===== src/rtl/mem_bus_arbiter_if.sv =====
// Request/acknowledge bundle for one bus master of mem_bus_arbiter.
// The master modport faces a requester; the slave modport faces the arbiter.
interface mem_bus_arbiter_if #(
  parameter int DATA_W = 32,
  parameter int ADDR_W = 32
);
  logic              req;
  logic              we;
  logic [ADDR_W-1:0] addr;
  logic [DATA_W-1:0] wdata;
  logic              ack;
  logic [DATA_W-1:0] rdata;

  modport master (output req, we, addr, wdata, input ack, rdata);
  modport slave  (input req, we, addr, wdata, output ack, rdata);
endinterface


===== src/rtl/mem_bus_arbiter.sv =====
// Two-master round-robin arbiter for the single-cycle data memory bus.
// It latches the winner's command, holds it on the bus for WAIT_CYCLES+1 cycles, then acks the winner.
module mem_bus_arbiter #(
  parameter int DATA_W      = 32,
  parameter int ADDR_W      = 32,
  parameter int WAIT_CYCLES = 0
) (
  input  logic              InputClk,
  input  logic              rst,
  mem_bus_arbiter_if.slave  m0,
  mem_bus_arbiter_if.slave  m1,
  output logic [ADDR_W-1:0] AddressBus,
  output logic [DATA_W-1:0] DataBusOut,
  input  logic [DATA_W-1:0] DataBusIn,
  output logic [2:0]        ControlBus,
  output logic              owner,
  output logic              busy,
  output logic [31:0]       xfer_count
);

  localparam int CNT_W = (WAIT_CYCLES < 1) ? 1 : $clog2(WAIT_CYCLES + 1);
  localparam logic [CNT_W-1:0] CNT_INIT = CNT_W'(WAIT_CYCLES);

  typedef enum logic {IDLE, ACCESS} state_t;

  state_t            state, stateNext;
  logic              ownerQ, weQ, lastServed;
  logic [ADDR_W-1:0] addrQ;
  logic [DATA_W-1:0] wdataQ;
  logic [CNT_W-1:0]  cnt;
  logic              done, grant, grantSel;

  // NOTE: every variable gets a default before the case so no path leaves it unassigned (no latch).
  always_comb begin
    stateNext = state;
    grant     = 1'b0;
    grantSel  = 1'b0;
    done      = 1'b0;
    case (state)
      IDLE: begin
        if (m0.req || m1.req) begin
          grant     = 1'b1;
          grantSel  = (m0.req && m1.req) ? ~lastServed : m1.req;
          stateNext = ACCESS;
        end
      end
      ACCESS: begin
        if (cnt == '0) begin
          // The finishing master still holds req, so only the other one can take over.
          done      = 1'b1;
          grantSel  = ~ownerQ;
          grant     = ownerQ ? m0.req : m1.req;
          stateNext = grant ? ACCESS : IDLE;
        end
      end
      default: stateNext = IDLE;
    endcase
  end

  always_comb begin
    busy       = (state == ACCESS);
    owner      = ownerQ;
    AddressBus = busy ? addrQ : '0;
    DataBusOut = (busy && weQ) ? wdataQ : '0;
    ControlBus = busy ? {weQ, ~weQ, 1'b1} : 3'b000;
  end

  // NOTE: sequential state uses non-blocking assignments so every register samples pre-edge values.
  always_ff @(posedge InputClk or negedge rst) begin
    if (!rst) begin
      state      <= IDLE;
      ownerQ     <= 1'b0;
      weQ        <= 1'b0;
      addrQ      <= '0;
      wdataQ     <= '0;
      cnt        <= '0;
      lastServed <= 1'b1;
      xfer_count <= '0;
      m0.ack     <= 1'b0;
      m1.ack     <= 1'b0;
      m0.rdata   <= '0;
      m1.rdata   <= '0;
    end else begin
      state  <= stateNext;
      m0.ack <= done && !ownerQ;
      m1.ack <= done && ownerQ;
      if (state == ACCESS && cnt != '0) begin
        cnt <= cnt - 1'b1;
      end
      if (done) begin
        xfer_count <= xfer_count + 32'd1;
        lastServed <= ownerQ;
        if (!weQ) begin
          if (ownerQ) m1.rdata <= DataBusIn;
          else        m0.rdata <= DataBusIn;
        end
      end
      if (grant) begin
        ownerQ <= grantSel;
        weQ    <= grantSel ? m1.we    : m0.we;
        addrQ  <= grantSel ? m1.addr  : m0.addr;
        wdataQ <= grantSel ? m1.wdata : m0.wdata;
        cnt    <= CNT_INIT;
      end
    end
  end

endmodule


===== src/flat_wrapper.sv =====
// flat-port wrapper written by rule: the top's interface ports become plain ports
module mem_bus_arbiter_flat 
#(
  parameter int DATA_W      = 32,
  parameter int ADDR_W      = 32,
  parameter int WAIT_CYCLES = 0
)
  (InputClk, rst, AddressBus, DataBusOut, DataBusIn, ControlBus, owner, busy, xfer_count, m0_req, m0_we, m0_addr, m0_wdata, m0_ack, m0_rdata, m1_req, m1_we, m1_addr, m1_wdata, m1_ack, m1_rdata);
  mem_bus_arbiter_if #(.DATA_W(DATA_W), .ADDR_W(ADDR_W)) m0_i ();
  mem_bus_arbiter_if #(.DATA_W(DATA_W), .ADDR_W(ADDR_W)) m1_i ();
  input  logic InputClk;
  input  logic rst;
  output logic [ADDR_W-1:0] AddressBus;
  output logic [DATA_W-1:0] DataBusOut;
  input  logic [DATA_W-1:0] DataBusIn;
  output logic [2:0] ControlBus;
  output logic owner;
  output logic busy;
  output logic [31:0] xfer_count;
  input wire logic [$bits(m0_i.req)-1:0] m0_req;
  input wire logic [$bits(m0_i.we)-1:0] m0_we;
  input wire logic [$bits(m0_i.addr)-1:0] m0_addr;
  input wire logic [$bits(m0_i.wdata)-1:0] m0_wdata;
  output wire logic [$bits(m0_i.ack)-1:0] m0_ack;
  output wire logic [$bits(m0_i.rdata)-1:0] m0_rdata;
  input wire logic [$bits(m1_i.req)-1:0] m1_req;
  input wire logic [$bits(m1_i.we)-1:0] m1_we;
  input wire logic [$bits(m1_i.addr)-1:0] m1_addr;
  input wire logic [$bits(m1_i.wdata)-1:0] m1_wdata;
  output wire logic [$bits(m1_i.ack)-1:0] m1_ack;
  output wire logic [$bits(m1_i.rdata)-1:0] m1_rdata;
  assign m0_i.req = m0_req;
  assign m0_i.we = m0_we;
  assign m0_i.addr = m0_addr;
  assign m0_i.wdata = m0_wdata;
  assign m0_ack = m0_i.ack;
  assign m0_rdata = m0_i.rdata;
  assign m1_i.req = m1_req;
  assign m1_i.we = m1_we;
  assign m1_i.addr = m1_addr;
  assign m1_i.wdata = m1_wdata;
  assign m1_ack = m1_i.ack;
  assign m1_rdata = m1_i.rdata;
  mem_bus_arbiter #(.DATA_W(DATA_W), .ADDR_W(ADDR_W), .WAIT_CYCLES(WAIT_CYCLES)) u_core (.InputClk(InputClk), .rst(rst), .m0(m0_i), .m1(m1_i), .AddressBus(AddressBus), .DataBusOut(DataBusOut), .DataBusIn(DataBusIn), .ControlBus(ControlBus), .owner(owner), .busy(busy), .xfer_count(xfer_count));
endmodule

===== config.mk =====
export PLATFORM = sky130hd
export DESIGN_NAME = mem_bus_arbiter_flat
export DESIGN_NICKNAME = d
export VERILOG_FILES = /design/src/rtl/mem_bus_arbiter_if.sv /design/src/rtl/mem_bus_arbiter.sv /design/src/flat_wrapper.sv
export SDC_FILE = /design/constraint.sdc
export NUM_CORES = 1
export LEC_CHECK = 0
export BUFFER_PORTS_ARGS = -buffer_cell sky130_fd_sc_hd__clkbuf_2
export CAP_MARGIN = 10
export CORE_MARGIN = 2
export CORE_UTILIZATION = 43
export CTS_BUF_LIST = sky130_fd_sc_hd__clkbuf_16
export CTS_CLUSTER_SIZE = 25
export DETAILED_ROUTE_END_ITERATION = 6
export GPL_ROUTABILITY_DRIVEN = 1
export PLACE_DENSITY = 0.77
export SLEW_MARGIN = 20
export SYNTH_ARGS = -nofsm -noshare
export SYNTH_HDL_FRONTEND = slang
export SYNTH_SLANG_ARGS = --single-unit

===== constraint.sdc =====
create_clock -name InputClk -period 1.6 [get_ports InputClk]
set_input_delay 0 -clock InputClk [delete_from_list [all_inputs] [get_ports InputClk]]
set_output_delay 0 -clock InputClk [all_outputs]
set_load 0.03 [all_outputs]

== Word level (Yosys, flattened, before mapping) ==
Cells that the tools add are included.

* Multiply operators: 0
* Bitwise operators: 4
* Shift operators: 0
* $add $sub $neg: 2
* Div/mod/pow operators: 0
* Reduce and logical (&&, ||, !) cells: 10
* $lt $le $gt $ge: 0
* Mux-type cells: 21
* Eq/ne operators: 0

{| class="wikitable"
|+ Operators by type and width
! cell !! number
|-
| 2-to-1 mux 32 bit || 4
|-
| adder 32 x 1 -> 32 bit (second input constant) || 1
|-
| 2-to-1 mux 1 bit || 13
|-
| case mux 1 bit (2 select lines) || 3
|-
| AND reduction 3 bit || 2
|-
| logical AND 1 bit || 5
|-
| NOT 1 bit || 4
|-
| 2-to-1 mux 3 bit || 1
|-
| nonzero test 2 bit || 1
|-
| logical NOT 1 bit || 1
|-
| logical OR 1 bit || 1
|-
| subtractor 1 bit (second input constant) || 1
|}

* Memory bits (writable): 0
* ROM bits: 0
* Logic and storage cells: 49
* Memories: 0
* Latch bits: 0
* Output and inout port bits: 167
* Register bits: 167

== Logic depth before layout (Yosys ltp) ==
Gate-level depths: netlist (run 1).

* Depth after elaboration: 5
* Depth in mapped cells: 8
* Gate-level depth less buffers: 5

== Worst setup path after synthesis (run 1) ==
OpenSTA, ideal clock, no wires.

* Path kind: flip-flop to flip-flop
* Start: reg u_core.state (netlist: u_core.busy)
* End: reg u_core.m1.rdata[10]
* Arrival: 1.769 ns
* Path buffers: 2
* Slack: -0.296 ns
* Setup time: 0.128 ns
* Period minus slack after synthesis: 1.896 ns
* Data required time: 1.472 ns
* Cell stages (with the launch flop): 7
* Cell sequence: dfrtp_1 -> buf_4 -> and2b_1 -> nand2_1 -> nor2_1 -> buf_2 -> mux2_1

* Word-level cells in the longest chain between the ends: 2

{| class="wikitable"
|+ RTL lines
! item !! RTL line !! source
|-
| start, declared || mem_bus_arbiter.sv:26 || <nowiki>state_t state, stateNext;</nowiki>
|-
| start signal, assigned || mem_bus_arbiter.sv:84 || <nowiki>state <= stateNext;</nowiki>
|-
| 2-to-1 mux 1 bit || mem_bus_arbiter.sv:39 || <nowiki>case (state)</nowiki>
|-
| AND reduction 3 bit (no line) || - ||
|-
| end, declared || mem_bus_arbiter_if.sv:15 || <nowiki>modport slave (input req, we, addr, wdata, output ack, rdata);</nowiki>
|}

No other way between the ends.
A chain may end at the register's enable or synchronous reset.

== Final worst setup path (run 1) ==
* Start: reg u_core.cnt
* End: reg u_core.wdataQ[26]

* Word-level cells in the longest chain between the ends: 3
* Elaborated cells between the ends (all ways): 5

{| class="wikitable"
|+ RTL lines
! item !! RTL line !! source
|-
| start, declared || mem_bus_arbiter.sv:30 || <nowiki>logic [CNT_W-1:0] cnt;</nowiki>
|-
| start signal, assigned || mem_bus_arbiter.sv:88 || <nowiki>cnt <= cnt - 1'b1;</nowiki>
|-
| 2-to-1 mux 1 bit || mem_bus_arbiter.sv:48 || <nowiki>if (cnt == '0) begin</nowiki>
|-
| case mux 1 bit (2 select lines) || mem_bus_arbiter.sv:39 ||
|-
| 2-to-1 mux 32 bit || mem_bus_arbiter.sv:102 || <nowiki>wdataQ <= grantSel ? m1.wdata : m0.wdata;</nowiki>
|-
| end signal, assigned || mem_bus_arbiter.sv:102 ||
|-
| end, declared || mem_bus_arbiter.sv:29 || <nowiki>logic [DATA_W-1:0] wdataQ;</nowiki>
|}

Several ways; a longest one is shown, not always the timed one.

==> results of run 1 <==
==> worst max-delay path, stage by stage (launching register included) <==
cell and delay, ps:
dfrtp_1 410, nand2b_4 180, o22ai_4 230, buf_12 210, buf_6 140, mux2i_1 240, a21oi_1 110
==> path summary, 6_finish.rpt <==
path                                                from                                 to  slack, ps  depth (start not counted)
setup / recovery                  u_core.cnt$_DFFE_PN0P_      u_core.wdataQ[26]$_DFFE_PN0P_        -40                          6
max in group asynchronous                            rst             u_core.weQ$_DFFE_PN0P_        850                          3
hold reg to reg            u_core.lastServed$_DFFE_PN1P_      u_core.lastServed$_DFFE_PN1P_        460                          2
min in group InputClk                      DataBusIn[31]    u_core.m1.rdata[31]$_DFFE_PN0P_        360                          3
hold / removal                                       rst  u_core.xfer_count[30]$_DFFE_PN0P_         50                          2
setup reg to reg                  u_core.cnt$_DFFE_PN0P_      u_core.wdataQ[26]$_DFFE_PN0P_        -40                          6
==> state kept, by name, indices dropped and copies added, names as in the netlist, 32 cells and up <==
register           flops
u_core.wdataQ         32
u_core.xfer_count     32
u_core.m1.rdata       32
u_core.m0.rdata       32
u_core.addrQ          32
==> synth_stat cells (8+ instances only) <==
master    number
dfrtp_1      166
nor2_1        73
a21oi_1       66
mux2i_1       66
mux2_1        64
and3_1        38
and2_1        33
xnor2_1       28
clkbuf_1      19
nand2_1       18
nand4_1       13
buf_2         10
nand3_1        8
==> power by group through the flow <==
stage               combinational, W  sequential (W)  clock [W]
finish                        0.0154         0.00730    0.00411
global route                  0.0162         0.00748    0.00438
CTS                           0.0135         0.00714    0.00420
detailed placement            0.0130         0.00718          0
global placement              0.0128         0.00711          0
floorplan                    0.00744         0.00886          0
==> cell families after synthesis <==
| family | after synthesis | synth area share [%] |
|---|---|---|
| AO/OA/AOI/OAI | 69 | 4.84 |
| XOR/XNOR | 31 | 3.60 |
| adder cells (fa/ha/maj) | 1 | 0.166 |
| buffers and inverters | 49 | 3.40 |
| flip-flops | 167 | 55.4 |
| multiplexers | 131 | 18.5 |
| AND/OR/NAND/NOR | 202 | 14.1 |
==> per-stage QoR <==
step	total power, W	worst slack, ps	util [%]	std cells	hold slack [ps]
2_1_floorplan	0.0163	-95.8	-	650	-296
3_5_place_dp	0.0202	-36.0	57.3	1200	-64.0
4_1_cts	0.0248	-38.7	70.6	1397	50.6
3_3_place_gp	0.0199	25.8	57.3	1200	-64.2
6_report	0.0268	-42.8	73.8	1417	52.4
5_1_grt	0.0280	-104	73.8	1417	74.6
==> per-layer routing <==
metal	global-route usage [%]	share of wire [%]	vias up
li1	-	-	3311
met1	31.4	38	3586
met2	43.9	50	421
met3	7.20	7.5	105
met4	13.3	4.4	0
met5	0	0	-
==> cell type report <==
cell class / instances / share of cell area, %
Antenna cell: 2 / 0.0394
Clock buffer: 17 / 3.35
Clock inverter: 15 / 1.38
Inverter: 4 / 0.118
Multi-Input combinational cell: 434 / 27.5
Sequential cell: 167 / 33.1
Tap cell: 225 / 2.21
Timing Repair Buffer: 553 / 32.3
==> repair_timing <==
item,CTS,global route
pin swaps,1,26
gates resized for setup,14,95
hold buffers,165,0
gates cloned,0,8
setup endpoints to repair,71,139
hold endpoints to repair,298,0
setup buffers,0,10
==> impl_metrics.json, run 1 <==
{
  "die-height_um": 136,
  "synth-async-reset-ratio_pct": 100,
  "pin_count_of_the_biggest_net_entering_global_routing": 67,
  "cts-root-buf": "clkbuf_16",
  "drtIter0Drc": 408,
  "finalHoldViolations": 0,
  "synth_sequential_area_ratio_pct": 55.4,
  "route.detailed.wl_per_inst_um": 19.1,
  "sum_of_routed_wire_length_over_all_layers_um": 27100,
  "setup_viol": 14,
  "grt.overflow.total": 0,
  "finalWeightedCongestion": 0.843,
  "grt_pass1_wl_um": 38200,
  "finClkSkew_ps": 15.9,
  "instance_area_at_placement_um2": 9870,
  "buffer_ports.inserted": 332,
  "detailedRoute.firstPassIterationCount": 5,
  "vias_per_cell": 5.24,
  "timing.fmax_mhz": 609,
  "die_x_um": 136,
  "cts_tree": "done",
  "synth_top_area_cell": "dfrtp_1",
  "finalCritPeriodShare_pct": 103,
  "syn_avg_cell_area_um2": 11.6,
  "min_period_ps": 1640,
  "crit_fanout": 8,
  "mostFrequentLayoutCells": "clkbuf_2 (312), dlygate4sd3_1 (165), dfrtp_1 (146)",
  "critical_path.endpoint_type": "register",
  "report.final.slew_viol_count": 0,
  "post_route_cells_drive_above_1_share_pct": 44.5,
  "final_common_cell": "clkbuf_2",
  "drv.max_cap_violation_count": 0,
  "status": "finished with violations",
  "netlist.area_leader.share_pct": 55.1,
  "hold_crit_path_type": "input pin to asynchronous set/reset pin",
  "synthDistinctLibCells": 36,
  "cts_made_buffers": 17,
  "power.density_nw_per_um2": 2110,
  "antenna_found_initial": 2,
  "setup_repair_after_global_routing_missed_its_margin": "true",
  "netlist_area_um2": 7540,
  "floorplan.initialDensity_pct": 43.8,
  "fin_area_um2": 12700,
  "nNetsFinal": 1344,
  "vias_in_the_first_global_route": 7464,
  "p_seq_share_pct": 27.2,
  "share_of_total_power_consumed_by_net_switching_pct": 45.2,
  "yosysWarningCount": 0,
  "slew_headroom_pct": 74.4,
  "fp.coreArea_um2": 17200,
  "timing.critical_path.required_ps": 1900,
  "violations": "setup timing",
  "number_of_enable_flip_flop_cells_after_synthesis": 0,
  "setup.worst_path.start_class": "register",
  "detailedPlacementHpwl_um": 14500,
  "synth_fp_nets": 817,
  "drcViolationCount": 0,
  "count_of_standard_cell_rows": 48,
  "p_int_w": 0.0147,
  "multi_input_comb_area_um2": 3500,
  "clockBufferDepth": 2,
  "cts.sinks": 167,
  "power_leakage_nw": 6.28,
  "syn_inst": 650,
  "fin_ws_ps": -42.8,
  "postSynth.topFlopCell": "dfrtp_1",
  "route.vias.total": 7423,
  "power_frac_clock_pct": 15.4,
  "h-tree-depth": 4,
  "worstMarginPinSlew_ps": 384,
  "critical_path_at_ps": 1940,
  "pin_count": 333,
  "grt.total_usage_pct": 26.4,
  "share_comb_of_total_power_pct": 57.4,
  "die_area_um2": 18600,
  "setup_total_negative_slack_ps": -241,
  "yosys_register_bits": 167,
  "clkLatencyLatePin_ps": 430,
  "worst_ir_drop_vdd_mv": 1.36,
  "yosys-top-cells-area": "dfrtp_1 (55%), mux2_1 (9.6%), mux2i_1 (8.8%)",
  "net_switching_power_w": 0.0121,
  "seq_cell_area_um2": 4210,
  "drt.antenna.violating_nets": 0,
  "clkTransAtPathRegs_ps": 70,
  "critical_path_class": "register to register",
  "layout-area-overhead-vs-synth_pct": 68.5,
  "num-fill-cells": 1038
}
(Power assumes the default switching activity.)
==> run 2: changes to the inputs <==
--- a/config.mk
+++ b/config.mk
@@ -7,13 +7,13 @@
 export LEC_CHECK = 0
 export BUFFER_PORTS_ARGS = -buffer_cell sky130_fd_sc_hd__clkbuf_2
 export CAP_MARGIN = 10
-export CORE_MARGIN = 2
-export CORE_UTILIZATION = 43
+export CORE_AREA = 2 2 130 132
 export CTS_BUF_LIST = sky130_fd_sc_hd__clkbuf_16
 export CTS_CLUSTER_SIZE = 25
 export DETAILED_ROUTE_END_ITERATION = 6
+export DIE_AREA = 0 0 132 134
 export GPL_ROUTABILITY_DRIVEN = 1
-export PLACE_DENSITY = 0.77
+export PLACE_DENSITY = 0.79
 export SLEW_MARGIN = 20
 export SYNTH_ARGS = -nofsm -noshare
 export SYNTH_HDL_FRONTEND = slang
==> constraint.sdc (replaced) <==
create_clock -name InputClk -period 1.9 [get_ports InputClk]
set_input_delay 0 -clock InputClk [delete_from_list [all_inputs] [get_ports InputClk]]
set_output_delay 0 -clock InputClk [all_outputs]
set_load 0.03 [all_outputs]
==> impl_metrics.json, run 2 (same netlist as run 1, synthesis figures left out) <==
{
  "detailedPlacementHpwl_um": 14800,
  "timing.critical_path.required_ps": 2200,
  "cts.sinks": 167,
  "detailedRoute.firstPassIterationCount": 5,
  "min_period_ps": 1830,
  "vias_in_the_first_global_route": 8102,
  "num-fill-cells": 1018,
  "nNetsFinal": 1322,
  "grt_pass1_wl_um": 42000,
  "floorplan.initialDensity_pct": 46.3,
  "drv.max_cap_violation_count": 0,
  "layout-area-overhead-vs-synth_pct": 58.3,
  "die_x_um": 132,
  "finClkSkew_ps": 9.52,
  "antenna_found_initial": 2,
  "clkTransAtPathRegs_ps": 70,
  "die_area_um2": 17700,
  "critical_path.endpoint_type": "register",
  "setup.worst_path.start_class": "register",
  "final_common_cell": "clkbuf_2",
  "vias_per_cell": 5.44,
  "route.detailed.wl_per_inst_um": 19.9,
  "cts_tree": "done",
  "pin_count": 333,
  "power_leakage_nw": 5.93,
  "fp.coreArea_um2": 16300,
  "fin_util_pct": 73.3,
  "post_route_cells_drive_above_1_share_pct": 35.2,
  "route.vias.total": 7563,
  "drcViolationCount": 0,
  "drt.antenna.violating_nets": 0,
  "cts_made_buffers": 17,
  "grt.total_usage_pct": 30.7,
  "setup_repair_after_global_routing_missed_its_margin": "false",
  "finalHoldViolations": 0,
  "crit_fanout": 10,
  "mostFrequentLayoutCells": "clkbuf_2 (331), dlygate4sd3_1 (166), dfrtp_1 (164)",
  "cts-root-buf": "clkbuf_16",
  "setup_total_negative_slack_ps": 0,
  "clkLatencyLatePin_ps": 430,
  "grt.overflow.total": 0,
  "setup_viol": 0,
  "h-tree-depth": 4,
  "power.density_nw_per_um2": 1750,
  "hold_crit_path_type": "input pin to asynchronous set/reset pin",
  "status": "finished clean",
  "critical_path_class": "register to register",
  "pin_count_of_the_biggest_net_entering_global_routing": 71,
  "finalWeightedCongestion": 0.793,
  "count_of_standard_cell_rows": 47,
  "drtIter0Drc": 577,
  "sum_of_routed_wire_length_over_all_layers_um": 27700,
  "finalCritPeriodShare_pct": 96.1,
  "worstMarginPinSlew_ps": 630,
  "worst_ir_drop_vdd_mv": 1.46,
  "timing.fmax_mhz": 547,
  "clockBufferDepth": 2,
  "buffer_ports.inserted": 332,
  "critical_path_at_ps": 2130,
  "slew_headroom_pct": 58.0,
  "report.final.slew_viol_count": 0,
  "die-height_um": 134
}
[run 2: repair_timing]
item | 4_1_cts | 5_1_grt
hold buffers | 166 | 0
resized for setup | 1 | 5
pin swaps | 0 | 1
setup buffers | 0 | 6
endpoints found under the setup margin | 1 | 47
gates cloned | 0 | 1
endpoints found under the hold margin | 189 | 0
[run 2: area by class of cell]
| class | count | area [um2] | share of cell area (%) |
|---|---|---|---|
| clock buffers | 17 | 425 | 3.56 |
| diodes | 3 | 7.51 | 0.0629 |
| inverters | 4 | 15.0 | 0.126 |
| well taps | 220 | 275 | 2.31 |
| flip-flops and latches | 167 | 4180 | 35.0 |
| multi-input cells | 435 | 3160 | 26.4 |
| repair buffers | 530 | 3690 | 30.9 |
| clock inverters | 15 | 189 | 1.58 |
[run 2: worst max-delay path, stage by stage (launching register included)]
cell,delay (ps)
dfrtp_2,470
nand2b_1,210
o22ai_4,190
buf_12,170
buf_12,150
mux2i_1,380
a21oi_1,130
[run 2: path summary, 6_finish.rpt]
check	start	to	slack, ps	depth (start not counted)
worst max-delay path	u_core.cnt$_DFFE_PN0P_	u_core.wdataQ[28]$_DFFE_PN0P_	70	6
worst min-delay path	rst	u_core.xfer_count[2]$_DFFE_PN0P_	150	2
worst max register to register	u_core.cnt$_DFFE_PN0P_	u_core.wdataQ[28]$_DFFE_PN0P_	70	6
worst min register to register	u_core.lastServed$_DFFE_PN1P_	u_core.lastServed$_DFFE_PN1P_	470	2
max in group asynchronous	rst	u_core.addrQ[26]$_DFFE_PN0P_	1010	3
min in group InputClk	DataBusIn[24]	u_core.m0.rdata[24]$_DFFE_PN0P_	360	3
[run 2: per-layer routing]
metal	part of all wire [%]	track usage [%]	up-vias
met5	0	0	-
met4	6.6	20.6	0
met3	8.2	7.60	159
met2	50	53.0	546
met1	35	33.5	3599
li1	-	-	3259
[run 2: report_power, final]
part	total, W	switching [W]	internal, W
registers	0.00614	0.00102	0.00512
clock network	0.00363	0.00153	0.00210
logic	0.0112	0.00723	0.00394
total	0.0209	0.00978	0.0112
[run 2: metrics by stage]
stage	worst slack (ps)	cells	total power (W)	hold WS (ps)	cell area, um2
finish	73.4	1391	0.0209	151	11900
global placement	167	1183	0.0160	24.4	9570
CTS	116	1381	0.0202	154	11900
floorplan	3.84	650	0.0131	-296	7540
detailed placement	125	1183	0.0162	25.7	9570
global route	10.3	1390	0.0218	200	11900
